===== config.mk =====
export PLATFORM = sky130hd
export DESIGN_NAME = jpeg_rle_expander
export DESIGN_NICKNAME = d
export VERILOG_FILES = /design/src/rtl/jpeg_pkg.sv /design/src/rtl/jpeg_coef_outreg.sv /design/src/rtl/jpeg_rle_expander.sv
export SDC_FILE = /design/constraint.sdc
export NUM_CORES = 1
export LEC_CHECK = 0
export BUFFER_PORTS_ARGS = -buffer_cell sky130_fd_sc_hd__buf_2
export CORE_MARGIN = 3
export CORE_UTILIZATION = 40
export CTS_CLUSTER_DIAMETER = 60
export DETAILED_ROUTE_END_ITERATION = 10
export GPL_TIMING_DRIVEN = 0
export PLACE_DENSITY = 0.64
export RECOVER_POWER = 25
export SLEW_MARGIN = 30
export SYNTH_ARGS = -nofsm -noshare
export SYNTH_HDL_FRONTEND = slang
export SYNTH_HIERARCHICAL = 1
export SYNTH_SLANG_ARGS = --single-unit
export TNS_END_PERCENT = 5

===== constraint.sdc =====
create_clock -name clk -period 1.9 [get_ports clk]
set_clock_uncertainty 0.1 [all_clocks]
set_input_delay 0.285 -clock clk [delete_from_list [all_inputs] [get_ports clk]]
set_output_delay 0.285 -clock clk [all_outputs]
set_load 0.03 [all_outputs]

===== src/rtl/jpeg_pkg.sv =====
// Shared types and constants for the JPEG run-length expander and its neighbours.
package jpeg_pkg;

    localparam int         COEF_W  = 12;
    localparam int         BLK_LEN = 64;
    localparam logic [3:0] RUN_ZRL = 4'd15;

    typedef enum logic [1:0] {
        ACCEPT,
        ZEROS,
        VALUE,
        FILL
    } state_t;

    typedef struct packed {
        logic [3:0]        run;
        logic [COEF_W-1:0] coef;
        logic              eob;
    } sym_t;

endpackage


===== src/rtl/jpeg_coef_outreg.sv =====
// Single-entry output register for a coefficient stream.
// It holds data, idx and last stable while the consumer stalls.
// It accepts a new entry whenever it is empty or is being drained in the same cycle.
module jpeg_coef_outreg
    import jpeg_pkg::*;
#(
    parameter int COEF_W = jpeg_pkg::COEF_W
) (
    input  logic              clk,
    input  logic              rst,
    input  logic              in_valid,
    input  logic [COEF_W-1:0] in_data,
    input  logic [5:0]        in_idx,
    input  logic              in_last,
    output logic              in_ready,
    output logic              out_valid,
    input  logic              out_ready,
    output logic [COEF_W-1:0] out_data,
    output logic [5:0]        out_idx,
    output logic              out_last
);

    logic              valid_q, valid_d;
    logic [COEF_W-1:0] data_q, data_d;
    logic [5:0]        idx_q, idx_d;
    logic              last_q, last_d;

    // Load a new entry when there is room; otherwise hold everything unchanged.
    always_comb begin
        in_ready = !valid_q || out_ready;
        valid_d  = valid_q;
        data_d   = data_q;
        idx_d    = idx_q;
        last_d   = last_q;
        if (in_ready) begin
            valid_d = in_valid;
            if (in_valid) begin
                data_d = in_data;
                idx_d  = in_idx;
                last_d = in_last;
            end
        end
    end

    // Register the entry; reset empties it and clears the presented fields.
    always_ff @(posedge clk) begin
        if (rst) begin
            valid_q <= 1'b0;
            data_q  <= '0;
            idx_q   <= '0;
            last_q  <= 1'b0;
        end else begin
            valid_q <= valid_d;
            data_q  <= data_d;
            idx_q   <= idx_d;
            last_q  <= last_d;
        end
    end

    assign out_valid = valid_q;
    assign out_data  = data_q;
    assign out_idx   = idx_q;
    assign out_last  = last_q;

endmodule


===== src/rtl/jpeg_rle_expander.sv =====
// Run-length expander: turns (run, value), ZRL and EOB symbols into 64 zigzag coefficients per block.
// Each generated coefficient goes straight into the output register.
// A coefficient produced in the accept cycle is therefore presented on the following cycle.
module jpeg_rle_expander
    import jpeg_pkg::*;
#(
    parameter int COEF_W  = jpeg_pkg::COEF_W,
    parameter int BLK_LEN = jpeg_pkg::BLK_LEN
) (
    input  logic              clk,
    input  logic              rst,
    input  logic              sym_valid,
    output logic              sym_ready,
    input  logic [3:0]        sym_run,
    input  logic [COEF_W-1:0] sym_coef,
    input  logic              sym_eob,
    output logic              coef_valid,
    input  logic              coef_ready,
    output logic [COEF_W-1:0] coef_data,
    output logic [5:0]        coef_idx,
    output logic              coef_last,
    output logic              blk_err
);

    if (BLK_LEN != 64) begin : g_blk_len_check
        $error("jpeg_rle_expander: BLK_LEN must be 64");
    end

    state_t            state_q, state_d;
    logic [5:0]        idx_q, idx_d;
    logic [3:0]        run_q, run_d;
    logic [COEF_W-1:0] coef_q, coef_d;
    logic              err_q, err_d;

    logic              gen_valid;
    logic [COEF_W-1:0] gen_data;
    logic              oreg_ready;
    logic              at_last;

    // Next state and coefficient generation.
    // Every coefficient is generated only when the output register can take it,
    // so a stall freezes state, run and index together.
    always_comb begin
        state_d   = state_q;
        idx_d     = idx_q;
        run_d     = run_q;
        coef_d    = coef_q;
        err_d     = err_q;
        gen_valid = 1'b0;
        gen_data  = '0;
        at_last   = (idx_q == 6'd63);
        sym_ready = !rst && (state_q == ACCEPT) && oreg_ready;

        case (state_q)
            ACCEPT: begin
                if (sym_valid && sym_ready) begin
                    gen_valid = 1'b1;
                    if (idx_q == 6'd0) begin
                        err_d = !sym_eob && (sym_run != 4'd0);
                    end
                    if (sym_eob) begin
                        if (!at_last) begin
                            state_d = FILL;
                        end
                    end else if ((sym_run == 4'd0) || (idx_q == 6'd0)) begin
                        gen_data = sym_coef;
                    end else if (at_last) begin
                        err_d = 1'b1;
                    end else begin
                        run_d   = sym_run - 4'd1;
                        coef_d  = sym_coef;
                        state_d = (sym_run == 4'd1) ? VALUE : ZEROS;
                    end
                end
            end
            ZEROS: begin
                if (oreg_ready) begin
                    gen_valid = 1'b1;
                    if (at_last) begin
                        err_d   = 1'b1;
                        state_d = ACCEPT;
                    end else begin
                        run_d = run_q - 4'd1;
                        if (run_q == 4'd1) begin
                            state_d = VALUE;
                        end
                    end
                end
            end
            VALUE: begin
                if (oreg_ready) begin
                    gen_valid = 1'b1;
                    gen_data  = coef_q;
                    state_d   = ACCEPT;
                end
            end
            FILL: begin
                if (oreg_ready) begin
                    gen_valid = 1'b1;
                    if (at_last) begin
                        state_d = ACCEPT;
                    end
                end
            end
            default: state_d = ACCEPT;
        endcase

        if (gen_valid) begin
            idx_d = idx_q + 6'd1;
        end
    end

    // State, index, latched symbol and sticky block error.
    always_ff @(posedge clk) begin
        if (rst) begin
            state_q <= ACCEPT;
            idx_q   <= '0;
            run_q   <= '0;
            coef_q  <= '0;
            err_q   <= 1'b0;
        end else begin
            state_q <= state_d;
            idx_q   <= idx_d;
            run_q   <= run_d;
            coef_q  <= coef_d;
            err_q   <= err_d;
        end
    end

    assign blk_err = err_q;

    jpeg_coef_outreg #(.COEF_W(COEF_W)) u_outreg (
        .clk       (clk),
        .rst       (rst),
        .in_valid  (gen_valid),
        .in_data   (gen_data),
        .in_idx    (idx_q),
        .in_last   (at_last),
        .in_ready  (oreg_ready),
        .out_valid (coef_valid),
        .out_ready (coef_ready),
        .out_data  (coef_data),
        .out_idx   (coef_idx),
        .out_last  (coef_last)
    );

endmodule

==> results of run 1 <==
## cells in the final DEF, fill, tap and decap left out, types with 5 or more instances in the layout
cell type	n
sky130_fd_sc_hd__buf_4	6
sky130_fd_sc_hd__clkbuf_1	17
sky130_fd_sc_hd__nor2_1	42
sky130_fd_sc_hd__inv_1	11
sky130_fd_sc_hd__nand2_1	8
sky130_fd_sc_hd__a22oi_1	11
sky130_fd_sc_hd__xor2_1	5
sky130_fd_sc_hd__buf_6	5
sky130_fd_sc_hd__nand3_1	21
sky130_fd_sc_hd__a21bo_1	19
sky130_fd_sc_hd__ha_1	5
sky130_fd_sc_hd__mux2i_1	12
sky130_fd_sc_hd__dfxtp_2	5
sky130_fd_sc_hd__a21oi_2	20
sky130_fd_sc_hd__buf_2	34
sky130_fd_sc_hd__dfxtp_1	40
sky130_fd_sc_hd__clkbuf_8	6
sky130_fd_sc_hd__a21oi_1	7
## registers in the layout, summed over array words and instances, names as in the netlist
name and cells:
u_outreg/out_last 1, state_q 2, u_outreg/out_data 12, u_outreg/out_idx 6
u_outreg/out_valid 1, run_q 4, blk_err 1, idx_q 6
coef_q 12
## per-layer routing
| layer | share of wire, % | routed length, µm |
|---|---|---|
| met1 | 48 | 2780 |
| met2 | 47 | 2720 |
| met3 | 4.3 | 252 |
| met4 | 1.3 | 74 |
| met5 | 0 | 0 |
## worst paths after layout
| check | start | to | slack [ns] | cells after the start |
|---|---|---|---|---|
| setup / recovery | idx_q[0]$_SDFFE_PP0P_ | u_outreg/out_data[0]$_SDFFE_PP0P_ | 0.03 | 10 |
| hold / removal | sym_coef[4] | coef_q[4]$_SDFFE_PP0P_ | 0.15 | 3 |
| setup reg to reg | idx_q[0]$_SDFFE_PP0P_ | u_outreg/out_data[0]$_SDFFE_PP0P_ | 0.03 | 10 |
| hold reg to reg | coef_q[1]$_SDFFE_PP0P_ | coef_q[1]$_SDFFE_PP0P_ | 0.40 | 2 |
## repair_timing
action,in CTS,in global routing
pin swaps,2,3
buffers inserted,3,1
hold endpoints to repair,0,0
resized for setup,15,12
cloned,1,0
endpoints found under the setup margin,33,29
## through the flow
stage	setup slack, ns	hold WS, ns	area, µm²	std cells	TNS (ns)
2_1_floorplan	0.0288	0.329	2480	277	0
3_3_place_gp	-0.530	0.375	2780	393	-10.70
4_1_cts	0.000114	0.140	2960	403	0
5_1_grt	-0.0617	0.155	2990	404	-0.567
3_5_place_dp	-0.568	0.389	2780	393	-11.92
6_report	0.0324	0.145	2990	404	0
## cells by family (layout without fill, tap and decap cells)
| family | count (synthesis) | in the layout | share of synthesized area [%] |
|---|---|---|---|
| AO/OA/AOI/OAI | 77 | 77 | 26.1 |
| XOR/XNOR | 7 | 7 | 2.48 |
| adder cells (fa/ha/maj) | 6 | 6 | 3.04 |
| buffers and inverters | 35 | 87 | 7.24 |
| flip-flops | 45 | 45 | 36.4 |
| multiplexers | 12 | 12 | 4.86 |
| AND/OR/NAND/NOR | 95 | 95 | 19.9 |
## final cells by class
type	instances	area, µm²	area share (%)
multi-input combinational	197	1460	48.8
sequential	45	907	30.3
timing repair buffer	46	245	8.19
buffer	22	153	5.10
tap	75	93.8	3.13
clock buffer	6	82.6	2.76
inverter	12	45.0	1.50
clock inverter	1	7.51	0.251
## where the power goes
| part | total, mW | internal [mW] | switching [mW] |
|---|---|---|---|
| logic | 0.782 | 0.298 | 0.483 |
| registers | 1.05 | 1.00 | 0.0473 |
| clock network | 0.616 | 0.288 | 0.328 |
## worst register-to-register path, delay by kind of cell (launching register included)
family	cells	cell delay, ns
buffers and inverters	3	0.29
DFF	1	0.37
AOI/OAI and AO/OA	3	0.48
adders and majority gates	1	0.22
and+or+nand+nor	3	0.26
==> flow_metrics.tcl, run 1 <==
set metrics [dict create \
    path_class "reg2reg" \
    ys_async_sr_fraction_pct 0 \
    tightest_slew_ns 0.697 \
    ctsHtreeMaxLevel 2 \
    vias_per_cell 5.22 \
    die_area_mm2 0.00716 \
    drc 0 \
    worst-endpoint-arrival_ns 1.93 \
    critical_path.startpoint_type "flip-flop" \
    fraction_of_layout_instances_using_a_drive_strength_above_1_pct 30.1 \
    cts_hold_fix_bufs 0 \
    tritoncts "yes" \
    drt-initial-drc-count 124 \
    synth.net_count 304 \
    yosys.cell_count.top_type "sky130_fd_sc_hd__dfxtp_1" \
    cts_inserted_buffers 5 \
    numClockSinks 45 \
    total_of_max_cap_violations 0 \
    antennaDiodeCount 0 \
    wire_per_inst_um 14.4 \
    crit_path_end_kind "flip-flop" \
    post_layout_min_period_ns 1.87 \
    number_of_standard_cell_rows_in_the_floorplan 28 \
    final_core_utilization_pct 50.3 \
    chipHeight_um 84.6 \
    place_hpwl_mm 4.16 \
    grt_overflow 0 \
    path_buf_inv 3 \
    met2_usage_pct 26.7 \
    via_count_of_the_first_global_routing_pass 2086 \
    synth_top_cell_by_area "sky130_fd_sc_hd__dfxtp_1" \
    status "finished, final reports clean" \
    cp_common_cell "sky130_fd_sc_hd__a21oi_2" \
    finalPower_mw 2.45 \
    crit_family "compound AO/OA/AOI/OAI gates" \
    die_width_um 84.6 \
    fmaxAchievable_mhz 535 \
    timing.final.crit_share_pct 98.3 \
    worst_path_largest_cell_delay_ns 0.37 \
    grt_setup_unrepaired "yes" \
    grt_util_met3_pct 3.43 \
    area_growth_pct 21.1 \
    cts_max_path_buffers 2 \
    power_density_over_the_cells_mw_per_mm2 817 \
    synth_seq_cells 45 \
    path_cells "buf_4 -> inv_1 -> ha_1 -> a21oi_2 -> nor3_4 -> buf_6 -> a22oi_1 -> nor2_1 -> nand3_1 -> a21oi_2" \
    synth-edff-count 0 \
    busiest_layer "met2" \
    max-slew-margin-rel_pct 53.5 \
    global_route_wire_length_before_repair_mm 9.85 \
    clk_latency_ns 0.30 \
    vdd_drop_max_uv 431 \
    post_synth_num_cell_types 48 \
    drt-pass1-iter-count 4 \
    finalMaxSlewViolations 0 \
    synth_top_area_share_pct 36.4 \
    core_area_mm2 0.00596 \
    grt_usage_pct 16.9 \
    yosys_most_used_dff "sky130_fd_sc_hd__dfxtp_1" \
    fin_nets 356 \
    synthesis.instances 277 \
    grt.met1_usage_pct 23.2 \
    clockRootBuffer "sky130_fd_sc_hd__clkbuf_8" \
    timing.critical_path.required_ns 1.96 \
    floorplan.io_pins 43 \
    power_leakage_nw 1.24 \
    cp_slowest_cell "sky130_fd_sc_hd__dfxtp_2" \
    final_weighted_congestion_of_routability_driven_global_placement 0.807 \
    initial_utilization_pct 41.5 \
    synth.yosys.seq_area_share_pct 36.4 \
    yosys-top-cells-count "45 x sky130_fd_sc_hd__dfxtp_1, 43 x sky130_fd_sc_hd__nor2_1, 21 x sky130_fd_sc_hd__nand3_1, 19 x sky130_fd_sc_hd__a21bo_1, 19 x sky130_fd_sc_hd__a21oi_2" \
    detail-route-antenna-nets 0 \
    route.final.wire_length_mm 5.82 \
    fillCellCount 583 \
    post_synth.cell_area_avg_um2 8.93 \
    synthTopCellsByArea "sky130_fd_sc_hd__dfxtp_1 36%, sky130_fd_sc_hd__a21bo_1 7.7%, sky130_fd_sc_hd__a21oi_2 6.7%" \
    setup_viol_count_final 0 \
    finalHoldViolCount 0 \
    clkSlewWorstSetupHoldPaths_ns 0.09 \
    port-buffer-count 41 \
    grt_max_degree 14 \
    grt_antenna_before_repair 0 \
    via_count 2107 \
    holdCritPathClass "in2reg" \
    critical_path_peak_fanout 10 \
    ys.warnings.count 6 \
    syn-cell-area_mm2 0.00247 \
]
Note: power is estimated with default switching activity, not from simulation.
==> inputs of run 2 (changes only) <==
- SETUP_SLACK_MARGIN: unset -> 0.15
- SLEW_MARGIN: 30 -> 0
==> flow_metrics.tcl, run 2 (synthesis results as in run 1) <==
set metrics [dict create \
    seqPwrFrac_pct 41.2 \
    power_density_over_the_cells_mw_per_mm2 810 \
    finalHoldViolCount 0 \
    cts_hold_fix_bufs 0 \
    critical_path.startpoint_type "flip-flop" \
    status "finished, final reports clean" \
    post_layout_min_period_ns 1.83 \
    worst-endpoint-arrival_ns 1.97 \
    power_switching_uw 921 \
    holdCritPathClass "in2reg" \
    grt_overflow 0 \
    timing.final.crit_share_pct 96.6 \
    core_area_mm2 0.00596 \
    setup_viol_count_final 0 \
    totalNegativeSetupSlack_ns 0 \
    initial_utilization_pct 41.5 \
    grt_max_degree 15 \
    fraction_of_layout_instances_using_a_drive_strength_above_1_pct 33.8 \
    global_route_wire_length_before_repair_mm 10.1 \
    total_of_max_cap_violations 0 \
    path_class "reg2reg" \
    power.combinational.fraction_pct 33.6 \
    grt_usage_pct 17.3 \
    chipHeight_um 84.6 \
    fin_hold_ws_ns 0.137 \
    cts_max_path_buffers 2 \
    antennaDiodeCount 0 \
    timing.critical_path.required_ns 2.04 \
    via_count_of_the_first_global_routing_pass 2146 \
    final-instance-count-excl-fill 418 \
    area_growth_pct 28.5 \
    clkSlewWorstSetupHoldPaths_ns 0.09 \
    fmaxAchievable_mhz 545 \
    finalPower_mw 2.57 \
    via_count 2195 \
    max-slew-margin-rel_pct 50.4 \
    vdd_drop_max_uv 343 \
    port-buffer-count 41 \
    detail-route-antenna-nets 0 \
    number_of_standard_cell_rows_in_the_floorplan 28 \
    place_hpwl_mm 4.22 \
    ctsHtreeMaxLevel 2 \
    layout_common_cells "40 x sky130_fd_sc_hd__nor2_1, 40 x sky130_fd_sc_hd__dfxtp_1, 29 x sky130_fd_sc_hd__buf_2, 21 x sky130_fd_sc_hd__nand3_1" \
    fin_nets 369 \
    final_weighted_congestion_of_routability_driven_global_placement 0.763 \
    wire_per_inst_um 15.1 \
    p_sw_share_pct 35.8 \
    critical_path_peak_fanout 10 \
    internal_power_mw 1.65 \
    grt_antenna_before_repair 0 \
    crit_path_end_kind "flip-flop" \
    hold_path_startpoint "sym_coef[4]" \
    critical_path.startpoint "state_q[1]$_SDFFE_PP0P_" \
    vias_per_cell 5.25 \
    grt_setup_unrepaired "yes" \
    post-route-cell-area_mm2 0.00318 \
    power_leakage_nw 1.31 \
    drc 0 \
    drt-initial-drc-count 71 \
    finalMaxSlewViolations 0 \
    r2r-start "state_q[1]$_SDFFE_PP0P_" \
    dpl.cell_count 393 \
    drt-pass1-iter-count 4 \
    power.share.clock_pct 25.2 \
    cts_inserted_buffers 5 \
    route.final.wire_length_mm 6.30 \
    floorplan.io_pins 43 \
    tightest_slew_ns 0.744 \
    clockRootBuffer "sky130_fd_sc_hd__clkbuf_8" \
    die_width_um 84.6 \
    numClockSinks 45 \
    clk_latency_ns 0.30 \
    dpl_cell_area_mm2 0.00282 \
    tritoncts "yes" \
    die_area_mm2 0.00716 \
]
## run 2: critical path, cell delays in order (launching register included)
cell and delay [ns]:
sky130_fd_sc_hd__dfxtp_1 0.31, sky130_fd_sc_hd__clkbuf_4 0.19, sky130_fd_sc_hd__nor2_4 0.16, sky130_fd_sc_hd__nand3_4 0.11, sky130_fd_sc_hd__nor3_4 0.28, sky130_fd_sc_hd__buf_6 0.16, sky130_fd_sc_hd__a22oi_1 0.06, sky130_fd_sc_hd__nor2_1 0.15
sky130_fd_sc_hd__nand3_1 0.13, sky130_fd_sc_hd__a21oi_2 0.12
## run 2: worst paths after layout
path | end | slack, ns | depth (start not counted)
min | coef_q[4]$_SDFFE_PP0P_ | 0.14 | 3
max | u_outreg/out_data[3]$_SDFFE_PP0P_ | 0.07 | 9
min reg2reg | coef_q[6]$_SDFFE_PP0P_ | 0.41 | 2
max reg2reg | u_outreg/out_data[3]$_SDFFE_PP0P_ | 0.07 | 9
## run 2: stage by stage
step	worst slack [ns]	util (%)
after floorplan	0.163	-
after detailed placement	-0.177	47.4
after CTS	0.0249	51.2
after global placement	-0.186	47.4
final	0.0650	53.3
after global routing	-0.0280	53.3
## run 2: routing by layer
metal	part of all wire, %	track usage, %
met1	47	21.8
met3	3.8	3.93
met5	0	0
met4	1.8	6.04
met2	47	29.0
## run 2: final cells by class
cell class / count / area (µm²)
Fill cell: 555 / 2780
Multi-Input combinational cell: 197 / 1490
Sequential cell: 45 / 915
Timing Repair Buffer: 58 / 353
Buffer: 23 / 181
Tap cell: 75 / 93.8
Clock buffer: 6 / 82.6
Inverter: 12 / 45.0
Clock inverter: 2 / 13.8
## run 2: power by group through the flow
| stage | sequential [mW] | combinational (mW) | clock, mW |
|---|---|---|---|
| after global placement | 1.07 | 0.736 | 0 |
| after detailed placement | 1.07 | 0.738 | 0 |
| final | 1.06 | 0.866 | 0.649 |
| after global routing | 1.07 | 0.935 | 0.711 |
| after CTS | 1.06 | 0.788 | 0.662 |
| after floorplan | 1.09 | 0.535 | 0 |
## run 2: timing repair
| action | 4_1_cts | 5_1_grt |
|---|---|---|
| pin swaps | 3 | 19 |
| endpoints found under the setup margin | 37 | 39 |
| gates cloned | 2 | 0 |
| setup buffers | 4 | 11 |
| resized for setup | 17 | 21 |
